--- config.mk ---
export PLATFORM = sky130hd
export DESIGN_NAME = traffic_light_fsm
export DESIGN_NICKNAME = d
export VERILOG_FILES = /design/src/rtl/traffic_pkg.sv /design/src/rtl/walk_request_latch.sv /design/src/rtl/traffic_light_fsm.sv
export SDC_FILE = /design/constraint.sdc
export NUM_CORES = 1
export LEC_CHECK = 0
export ABC_AREA = 0
export BUFFER_PORTS_ARGS = -buffer_cell sky130_fd_sc_hd__buf_2
export CAP_MARGIN = 15
export CORE_ASPECT_RATIO = 0.8
export CORE_MARGIN = 5
export CORE_UTILIZATION = 55
export CTS_CLUSTER_SIZE = 25
export DETAILED_ROUTE_END_ITERATION = 10
export GPL_ROUTABILITY_DRIVEN = 0
export PLACE_DENSITY = 0.92
export SETUP_SLACK_MARGIN = 0.4
export SYNTH_ARGS = -nofsm -noshare
export SYNTH_HDL_FRONTEND = slang
export SYNTH_HIERARCHICAL = 1
export SYNTH_SLANG_ARGS = --single-unit
--- constraint.sdc ---
create_clock -name clk -period 1.9 [get_ports clk]
set_input_delay 0.285 -clock clk [delete_from_list [all_inputs] [get_ports clk]]
set_output_delay 0.285 -clock clk [all_outputs]
set_load 0.05 [all_outputs]
--- src/rtl/traffic_pkg.sv ---
// Shared types and constants for the main/side-street light sequencer.
// Latency: n/a (declarations only); backpressure: n/a.
package traffic_pkg;

  typedef enum logic [2:0] {
    MG1  = 3'd0,
    MG2  = 3'd1,
    MY   = 3'd2,
    WALK = 3'd3,
    SG   = 3'd4,
    SGX  = 3'd5,
    SY   = 3'd6
  } state_t;

  // Lamp encodings are {R,Y,G}, one-hot.
  localparam logic [2:0] LAMP_R = 3'b100;
  localparam logic [2:0] LAMP_Y = 3'b010;
  localparam logic [2:0] LAMP_G = 3'b001;

  localparam int T_BASE_DEF = 6;
  localparam int T_EXT_DEF  = 3;
  localparam int T_YEL_DEF  = 2;

endpackage

--- src/rtl/walk_request_latch.sv ---
// Holds a pedestrian request until the sequencer enters the walk phase.
// Latency: 1 cycle set/clear; backpressure: none, requests seen during a walk phase are dropped.
module walk_request_latch (
  input  logic clk,
  input  logic Reset_n,
  input  logic walk_request,
  input  logic clear,
  input  logic in_walk,
  output logic walk_pending
);

  always_ff @(posedge clk or negedge Reset_n) begin
    if (!Reset_n) begin
      walk_pending <= 1'b0;
    end else if (clear) begin
      walk_pending <= 1'b0;
    end else if (walk_request && !in_walk) begin
      walk_pending <= 1'b1;
    end
  end

endmodule

--- src/rtl/traffic_light_fsm.sv ---
// Main/side-street light sequencer driving a countdown timer via Value/start_timer/expired.
// Latency: phase = Value timer seconds + up to 3 clk; backpressure: none, expired is ignored until armed.
module traffic_light_fsm
  import traffic_pkg::*;
#(
  parameter int T_BASE = T_BASE_DEF,
  parameter int T_EXT  = T_EXT_DEF,
  parameter int T_YEL  = T_YEL_DEF
) (
  input  logic       clk,
  input  logic       Reset_n,
  input  logic       sensor,
  input  logic       walk_request,
  input  logic       expired,
  output logic [3:0] Value,
  output logic       start_timer,
  output logic [2:0] main_lights,
  output logic [2:0] side_lights,
  output logic       walk_lamp,
  output logic [2:0] state_dbg
);

  if (T_BASE < 1 || T_BASE > 15 || T_EXT < 1 || T_EXT > 15 || T_YEL < 1 || T_YEL > 15)
  begin : g_bad_interval
    $error("traffic_light_fsm: every interval must lie in 1..15");
  end

  state_t     state;
  state_t     nxt;
  logic [3:0] nxt_value;
  logic [1:0] arm_cnt;
  logic       started;
  logic       advance;
  logic       walk_pending;

  function automatic logic [2:0] main_of(input state_t s);
    case (s)
      MG1, MG2: main_of = LAMP_G;
      MY:       main_of = LAMP_Y;
      default:  main_of = LAMP_R;
    endcase
  endfunction

  function automatic logic [2:0] side_of(input state_t s);
    case (s)
      SG, SGX: side_of = LAMP_G;
      SY:      side_of = LAMP_Y;
      default: side_of = LAMP_R;
    endcase
  endfunction

  always_comb begin
    nxt       = state;
    nxt_value = 4'(T_BASE);
    case (state)
      MG1:     nxt = MG2;
      MG2:     nxt = MY;
      MY:      nxt = walk_pending ? WALK : SG;
      WALK:    nxt = SG;
      SG:      nxt = sensor ? SGX : SY;
      SGX:     nxt = SY;
      default: nxt = MG1;
    endcase
    case (nxt)
      MG2:       nxt_value = sensor ? 4'(T_EXT) : 4'(T_BASE);
      MY, SY:    nxt_value = 4'(T_YEL);
      WALK, SGX: nxt_value = 4'(T_EXT);
      default:   nxt_value = 4'(T_BASE);
    endcase
  end

  // arm_cnt masks expired for the two edges after each load, covering timer reload latency.
  assign advance = started && (arm_cnt == 2'd0) && expired;

  always_ff @(posedge clk or negedge Reset_n) begin
    if (!Reset_n) begin
      state       <= MG1;
      Value       <= 4'd0;
      start_timer <= 1'b0;
      arm_cnt     <= 2'd0;
      started     <= 1'b0;
      main_lights <= LAMP_G;
      side_lights <= LAMP_R;
      walk_lamp   <= 1'b0;
    end else if (!started) begin
      started     <= 1'b1;
      Value       <= 4'(T_BASE);
      start_timer <= 1'b1;
      arm_cnt     <= 2'd2;
    end else if (advance) begin
      state       <= nxt;
      Value       <= nxt_value;
      start_timer <= 1'b1;
      arm_cnt     <= 2'd2;
      main_lights <= main_of(nxt);
      side_lights <= side_of(nxt);
      walk_lamp   <= (nxt == WALK);
    end else begin
      start_timer <= 1'b0;
      if (arm_cnt != 2'd0) arm_cnt <= arm_cnt - 2'd1;
    end
  end

  assign state_dbg = state;

  walk_request_latch u_latch (
    .clk          (clk),
    .Reset_n      (Reset_n),
    .walk_request (walk_request),
    .clear        (advance && (nxt == WALK)),
    .in_walk      (state == WALK),
    .walk_pending (walk_pending)
  );

endmodule

---- Word-level counts from Yosys, hierarchy flattened ----
Cells that the tools add are included.
word-level totals
  register bits after elaboration ......... 19
  input bits .............................. 5
  output and inout bits ................... 15
  word-level logic and storage cells ...... 54
operators by class
  add/sub/neg operators ................... 1
  equal/unequal tests ..................... 13
  multiplexer cells ....................... 16
  reduce and logical (&&, ||, !) cells .... 15
operator list
  cell                 count
  $pmux 3 s6           1
  $eq 3x3->1 const B   5
  $eq 3x2->1 const B   4
  $pmux 3 s2           2
  $pmux 3 s3           1
  $mux 2               4
  $mux 4               2
  $reduce_or 2->1      4
  $eq 3x1->1 const B   2
  $logic_not 3->1      2
  $mux 3               2
  $logic_and 1x1->1    4
  $mux 1               4
  $reduce_bool 2->1    2
  $ne 3x1->1 const B   1
  $logic_not 2->1      1
  $ne 2x1->1 const B   1
  $reduce_and 2->1     1
  $sub 2x1->2 const B  1
  $logic_not 1->1      1

---- Depth between registers and ports, before layout ----
Gate-level depths: netlist of run 1.
  depth after elaboration ................. 7
  depth in mapped cells ................... 6
  mapped depth without buffers ............ 5

---- By module ----
Netlist of run 1, hierarchy kept.
modules (own cells, without submodules)
  module              instances  cells an instance  area an instance (um2)
  traffic_light_fsm   1          85                 849.6
  walk_request_latch  1          4                  43.8

---- Least setup slack after synthesis of run 1 ----
OpenSTA, ideal clock, no wires.
  path kind ............................... reg2reg
  start ................................... reg state[2] (netlist: state_dbg[2])
  end ..................................... reg side_lights[0]
  setup time .............................. 0.120 ns
  arrival ................................. 1.260 ns
  path slack .............................. 0.520 ns
  cell stages (with the launch flop) ...... 5
  buffers on the path ..................... 1
  cell sequence ........................... dfrtp_1 > buf_4 > and2b_1 > a32oi_1 > o21ai_2
between the ends
  cells in the longest elaborated chain, start to end .. 5
ends and longest elaborated chain
  item                                RTL line                 text
  from (decl)                         traffic_light_fsm.sv:28  state_t state;
  from (signal assigned)              traffic_light_fsm.sv:91  state <= nxt;
  $eq 3x3->1 (tied with other cells)  traffic_light_fsm.sv:55  case (state)
  $pmux 3 s6 *                        traffic_light_fsm.sv:55
  $eq 3x3->1                          traffic_light_fsm.sv:45  case (s)
  $reduce_or 2->1                     traffic_light_fsm.sv:45
  $pmux 3 s2 *                        traffic_light_fsm.sv:45
  to (signal assigned)                traffic_light_fsm.sv:96  side_lights <= side_of(nxt);
  to (decl)                           traffic_light_fsm.sv:18  output logic [2:0] side_lights,
Every way passes the cells marked *; elsewhere a longest branch is shown, timed or not.
A chain may end at the register's enable or synchronous reset.

---- Worst setup path in the final report of run 1 ----
  start ................................... reg state[1] (netlist: state_dbg[1])
  end ..................................... out state_dbg[1]
RTL lines
  item       RTL line                 text
  to (decl)  traffic_light_fsm.sv:20  output logic [2:0] state_dbg
No word-level cell between the ends.

==> results of run 1 <==
==> worst paths after layout <==
check	startpoint	end	slack, ns	cells after the start
setup / recovery	state_dbg[1]	state_dbg[1]	0.48	1
hold / removal	walk_request	u_latch/walk_pending	0.23	3
setup reg to reg	arm_cnt[0]	main_lights[1]	0.51	5
hold reg to reg	Value[1]	Value[1]	0.48	1
max in group asynchronous	Reset_n	side_lights[2]	1.16	2
min in group asynchronous	Reset_n	side_lights[0]	0.43	2
==> placed cells by master (no fill, tap or decap), types with 2 or more instances in the layout <==
| cell type | n |
|---|---|
| nand3_1 | 2 |
| o21ai_1 | 2 |
| buf_4 | 2 |
| nor3_1 | 3 |
| inv_1 | 7 |
| conb_1 | 2 |
| nand2_1 | 12 |
| buf_2 | 18 |
| nand2b_1 | 4 |
| dfstp_2 | 2 |
| a21o_1 | 2 |
| dfrtp_1 | 14 |
| nor2_1 | 5 |
| a21oi_1 | 2 |
| o21ai_2 | 4 |
| dfrtp_2 | 2 |
| clkbuf_4 | 3 |
| o21ai_0 | 4 |
==> what timing repair did <==
action,in CTS,in global routing
hold endpoints to repair,16,0
gates resized for setup,2,2
endpoints found under the setup margin,2,6
pin swaps,0,1
setup buffers,0,3
hold buffers,1,0
==> power breakdown <==
| group | leakage [nW] | switching (mW) | total, mW | internal, mW |
|---|---|---|---|---|
| registers | 0.208 | 0.142 | 0.658 | 0.517 |
| clock network | 0.0210 | 0.117 | 0.234 | 0.117 |
| logic | 0.291 | 0.661 | 0.934 | 0.273 |
| total | 0.520 | 0.920 | 1.83 | 0.907 |
==> through the flow <==
stage	instances	hold WS, ns	power, mW
floorplan	89	-0.0106	1.38
global placement	125	0.224	1.52
detailed placement	125	0.229	1.54
CTS	130	0.227	1.79
global route	133	0.236	1.94
finish	133	0.233	1.83
==> sequential cells by signal, summed over array words and instances (netlist names) <==
register              cells
u_latch/walk_pending      1
arm_cnt                   2
walk_lamp                 1
started                   1
main_lights               3
side_lights               3
Value                     3
start_timer               1
state_dbg                 3
==> cells by family after synthesis <==
| logic type | after synthesis | share of synthesized area, % |
|---|---|---|
| buffers and inverters | 11 | 6.30 |
| muxes | 2 | 2.38 |
| and+or+nand+nor | 34 | 21.0 |
| adders and majority gates | 1 | 1.40 |
| other | 2 | 0.841 |
| DFF | 18 | 50.7 |
| AOI/OAI and AO/OA | 21 | 17.4 |
==> area by class of cell <==
type | count | share of cell area [%]
Sequential cell | 18 | 42.5
Multi-Input combinational cell | 60 | 36.5
Timing Repair Buffer | 22 | 12.6
Clock buffer | 4 | 3.38
Tap cell | 22 | 2.57
Inverter | 7 | 2.45
==> tightest hold or removal path, stage by stage <==
cell and delay, ns:
buf_2 0.09, nand2b_1 0.07, a21oi_2 0.05
==> per-layer routing <==
metal	track usage [%]	part of all wire [%]	vias to the layer above
li1	-	-	345
met4	7.28	1.9	0
met1	22.2	45	335
met2	19.8	49	17
met3	3.93	4.6	4
met5	0	0	-
==> metrics.csv, run 1 <==
stage,metric,value,unit
timing,setup_viol,0,
cells_and_area,regArea,455,sq um
yosys,synth.area.top_cells,"dfrtp_1 (45%), dfstp_2 (5.9%), nand2_1 (5.0%)",
timing,hold_viol,0,
yosys,syn-mean-instance-area,10.0,sq um
critical_path,crit_chain,buf_2,
global_routing,grt_pass1_wl,2.66,mm
route,via_per_inst,5.27,
global_routing,grt-ovfl-total,0,
yosys,ys_warn_count,6,
yosys,synth_ff_type,dfrtp_1,
placed_design,dp_hpwl,1.11,mm
clock_network,cts_root_buffer,clkbuf_4,
route,finalWirelength,1.77,mm
pwr,worst_ir_drop_vdd,0.000887,V
critical_path,endpoint_kind,output pin,
route,via_count,701,
cells_and_area,multi_input_area,392,sq um
worst_hold_path,hold_path.class,primary input to flop,
critical_path,cp_slowest_cell,dfrtp_2,
placed_design,postPlaceCellArea,981,sq um
critical_path,arrival,1.14,ns
route,firstDrtPassIters,4,
route,routedWlPerCell,13.3,um
yosys,syn_inst,89,
route,drc,0,
global_routing,grt_start_max_net_pins,19,
timing,finalCritPeriodShare,74.9,%
placed_design,dpl_worst_slack,0.443,ns
floorplanning,dieHeight,46.0,um
yosys,synth_common_cells,"dfrtp_1 (16), nand2_1 (12), inv_1 (7)",
cells_and_area,antenna_cells,0,
run_status,status,completed,
floorplanning,fp.dieW,55.1,um
clock_network,cts_sinks,18,
floorplanning,rows,13,
global_routing,grt_antenna_before_repair,0,
timing,fin_worst_skew,0.00760,ns
critical_path,max_stage_delay,0.51,ns
critical_path,cp_num_buf_inv,1,
floorplanning,design.die.area,2540,sq um
floorplanning,start_util,56.6,%
route,drt_first_iter_violations,12,
pwr,p_leak,0.520,nW
yosys,ys_ff_latch,18,
critical_path,crit_path_max_fanout,13,
pwr,power_density,1700,nW/um^2
timing,drv_slew,0,
cells_and_area,utilization,68.0,%
cells_and_area,area_growth,20.0,%
clock_network,clk-insertion-delay-late,0.30,ns
cells_and_area,drive_above_1_share,36.9,%
clock_network,cts_tree,built,
yosys,synth.distinct_cells,33,
clock_network,cts.path.max_buffers,2,
critical_path,crit_family,flip-flops,
cells_and_area,nNetsFinal,118,
yosys,yosysMostFrequentCell,dfrtp_1,
cells_and_area,fillers,126,
critical_path,start_kind,flop,
global_routing,grt_pass1_vias,571,
timing,layout_min_cycle_time,1.42,ns
route,ant_nets,0,
job,maxCapViolations,0,
clock_network,htreeDepth,1,
placed_design,io_buffers,18,
critical_path,crit_required,1.62,ns
yosys,synth_top_cell_by_area,dfrtp_1,
yosys,synth_top_area_share,44.8,%
yosys,synth_nets,95,
floorplanning,io_pins,20,
timing,fin_ws,0.476,ns
floorplanning,core-area,1580,sq um
timing,fin_setup_tns,0,ns
clock_network,numCtsBuffers,3,
timing,rsz0062_at_grt,no,
clock_network,clk_pin_slew,0.10,ns
timing,max_freq,702,MHz
cells_and_area,fin_area,1070,sq um
global_routing,track_usage,15.0,%
yosys,synth_edf_count,0,
critical_path,worstSetupPathType,flop to output pin,
yosys,async_flop_share,100,%
yosys,ys_seq_area_share,50.7,%
yosys,syn_area,893,sq um
(Power assumes the default switching activity.)
==> run 2: changes to the inputs <==
--- a/config.mk
+++ b/config.mk
@@ -10,11 +10,11 @@
 export CAP_MARGIN = 15
 export CORE_ASPECT_RATIO = 0.8
 export CORE_MARGIN = 5
-export CORE_UTILIZATION = 55
+export CORE_UTILIZATION = 46
 export CTS_CLUSTER_SIZE = 25
 export DETAILED_ROUTE_END_ITERATION = 10
 export GPL_ROUTABILITY_DRIVEN = 0
-export PLACE_DENSITY = 0.92
+export PLACE_DENSITY = 0.83
 export SETUP_SLACK_MARGIN = 0.4
 export SYNTH_ARGS = -nofsm -noshare
 export SYNTH_HDL_FRONTEND = slang
==> constraint.sdc (replaced) <==
create_clock -name clk -period 1.3 [get_ports clk]
set_input_delay 0.195 -clock clk [delete_from_list [all_inputs] [get_ports clk]]
set_output_delay 0.195 -clock clk [all_outputs]
set_load 0.05 [all_outputs]
==> run 2 against run 1 <==
The flow now finishes with violations (setup timing). Combinational power rose to 2.7 times the previous value. Critical endpoint is now state_dbg[2]. Sequential share of layout area down 12 points. Flip-flop and latch count unchanged. Die area up 16%. Clock skew down 0.0065 ns. Global-route usage up 4.4 points. Core utilization up 14 points. Critical path depth up 5. Cell area up 42%. Wire length up 70%. Largest power group unchanged.
==> metrics.csv, run 2 (synthesis gave the netlist of run 1 again) <==
stage,metric,value,unit,change
run_status,status,"complete, but fails checks",,
run_status,violations,setup timing,,
floorplanning,core-area,1860,sq um,+18%
cells_and_area,antenna_cells,0,,unchanged
critical_path,crit_path_max_fanout,5,,-8
timing,setup_viol,1,,+1
critical_path,reg2reg_depth,6,,+1
critical_path,worstReg2RegStart,arm_cnt[0],,
pwr,p_leak,0.725,nW,+39%
worst_hold_path,hold_start,walk_request,,
global_routing,grt_antenna_before_repair,0,,unchanged
critical_path,crit_family,flip-flops,,
pwr,power,3.81,mW,+110%
route,ant_nets,0,,unchanged
floorplanning,rows,14,,+1
critical_path,cp_slowest_cell,dfrtp_1,,
timing,hold_viol,0,,unchanged
route,drt_first_iter_violations,66,,+54
timing,max_freq,740,MHz,
critical_path,endpoint_kind,flop,,
timing,drv_slew,0,,unchanged
pwr,p_seq_share,26.0,%,-10 points
cells_and_area,nNetsFinal,145,,+23%
route,via_per_inst,5.76,,+9.3%
placed_design,dpl_worst_slack,0.0886,ns,-0.354 ns
pwr,power_density,2500,nW/um^2,+47%
clock_network,cts_sinks,18,,unchanged
pwr,clkPwrFrac,8.0,%,-4.8 points
placed_design,io_buffers,18,,unchanged
pwr,switchingPower,1.80,mW,+95%
pwr,worst_ir_drop_vdd,0.00161,V,+81%
job,maxCapViolations,0,,unchanged
global_routing,grt-ovfl-total,0,,unchanged
critical_path,start_kind,flop,,
route,routedWlPerCell,18.6,um,+39%
timing,layout_min_cycle_time,1.35,ns,
critical_path,startpoint,arm_cnt[0],,
timing,fin_ws,-0.0522,ns,-0.528 ns
worst_hold_path,hold_path.class,primary input to flop,,
route,finalWirelength,3.01,mm,+70%
floorplanning,fp.dieW,59.3,um,+7.6%
route,via_count,933,,+33%
timing,rsz0062_at_grt,yes,,
critical_path,crit_chain,"inv_2, ha_4, buf_6, and4_1, nand3_1, o21ai_1",,
critical_path,max_stage_delay,0.41,ns,-0.10 ns
timing,hold_ws,0.142,ns,-0.0910 ns
pwr,comb_power_share,66.0,%,+15 points
critical_path,arrival,1.56,ns,+0.42 ns
cells_and_area,area_growth,70.3,%,
floorplanning,start_util,48.1,%,-8.5 points
route,drc,0,,unchanged
timing,fin_setup_tns,-0.0522,ns,-0.0522 ns
clock_network,clk-insertion-delay-late,0.30,ns,about the same
worst_hold_path,hold_depth,3,,unchanged
cells_and_area,final_cell_mix,"buf_4 (23), buf_6 (17), dfrtp_1 (13)",,
clock_network,clk_pin_slew,0.11,ns,about the same
critical_path,cp.depth,6,,+5
critical_path,worstSetupPathType,flop to flop,,
placed_design,dp_hpwl,1.27,mm,+14%
global_routing,grt_start_max_net_pins,19,,unchanged
pwr,switching_share,47.2,%,-3.2 points
critical_path,crit_required,1.51,ns,-0.11 ns
global_routing,grt_pass1_vias,898,,+57%
pwr,p_int,2.01,mW,+120%
floorplanning,dieHeight,49.4,um,+7.3%
cells_and_area,drive_above_1_share,63.8,%,+27 points
cells_and_area,utilization,81.9,%,+14 points
clock_network,htreeDepth,1,,unchanged
floorplanning,io_pins,20,,unchanged
floorplanning,design.die.area,2930,sq um,+16%
clock_network,numCtsBuffers,3,,unchanged
cells_and_area,final_common_cell,buf_4,,
clock_network,cts.path.max_buffers,2,,unchanged
clock_network,cts_root_buffer,clkbuf_4,,
route,firstDrtPassIters,4,,unchanged
clock_network,cts_tree,built,,
timing,fin_worst_skew,0.00111,ns,-0.00649 ns
critical_path,cp_num_buf_inv,2,,+1
global_routing,track_usage,19.4,%,+4.4 points
global_routing,grt_pass1_wl,4.32,mm,+63%
timing,finalCritPeriodShare,104,%,
## run 2: cell count changes in the layout (fill, tap and decap cells not counted), moves of 3 or more
cell     change
inv_2        +3
buf_2       -14
nand2_1      -7
buf_6       +17
inv_1        -4
buf_4       +21
nand2_2      +5
o21ai_0      -3
## run 2: worst reg2reg max path, stage by stage, from the launching register on
cell and delay (ns):
dfrtp_1 0.41, inv_2 0.07, ha_4 0.17, buf_6 0.14, and4_1 0.22, nand3_1 0.11, o21ai_1 0.14
## run 2: stage by stage
| step | std cells | area [sq um] |
|---|---|---|
| final | 162 | 1520 |
| after global routing | 162 | 1520 |
| after CTS | 157 | 1440 |
| after detailed placement | 130 | 1040 |
| after global placement | 130 | 1040 |
| after floorplan | 89 | 942 |
## run 2: cell type report
cell class	instances	area, sq um
Clock buffer	4	26.3
Fill cell	96	335
Inverter	7	33.8
Multi-Input combinational cell	61	531
Sequential cell	18	457
Tap cell	24	30.0
Timing Repair Buffer	48	444
## run 2: layer usage
metal	global-route usage (%)	part of all wire, %	wire length, um	vias to the layer above
met5	0	0	0	-
met4	8.30	5.1	155	0
met3	3.17	6.4	194	20
met2	30.9	47	1430	64
met1	25.4	41	1230	451
li1	-	-	-	398
## run 2: path summary, 6_finish.rpt
path,slack [ns],endpoint
min in group asynchronous,0.33,side_lights[1]
min reg2reg,0.54,walk_lamp
max in group asynchronous,0.65,side_lights[2]
min,0.14,u_latch/walk_pending
max reg2reg,-0.05,state_dbg[2]
max,-0.05,state_dbg[2]
## run 2: power by group through the flow
stage / clock network, mW / registers (mW) / logic, mW
after floorplan: 0 / 1.42 / 0.723
after global placement: 0 / 0.981 / 1.38
after detailed placement: 0 / 0.992 / 1.41
after CTS: 0.303 / 0.962 / 2.21
after global routing: 0.341 / 1.01 / 2.63
final: 0.306 / 0.988 / 2.51
## run 2: what timing repair did
action                                  in CTS  in global routing
pin swaps                                   15                  3
hold buffers                                 1                  0
buffers inserted                            21                  5
cloned                                       1                  0
resized for setup                           47                 11
endpoints found under the hold margin       16                  0
endpoints found under the setup margin      31                 31
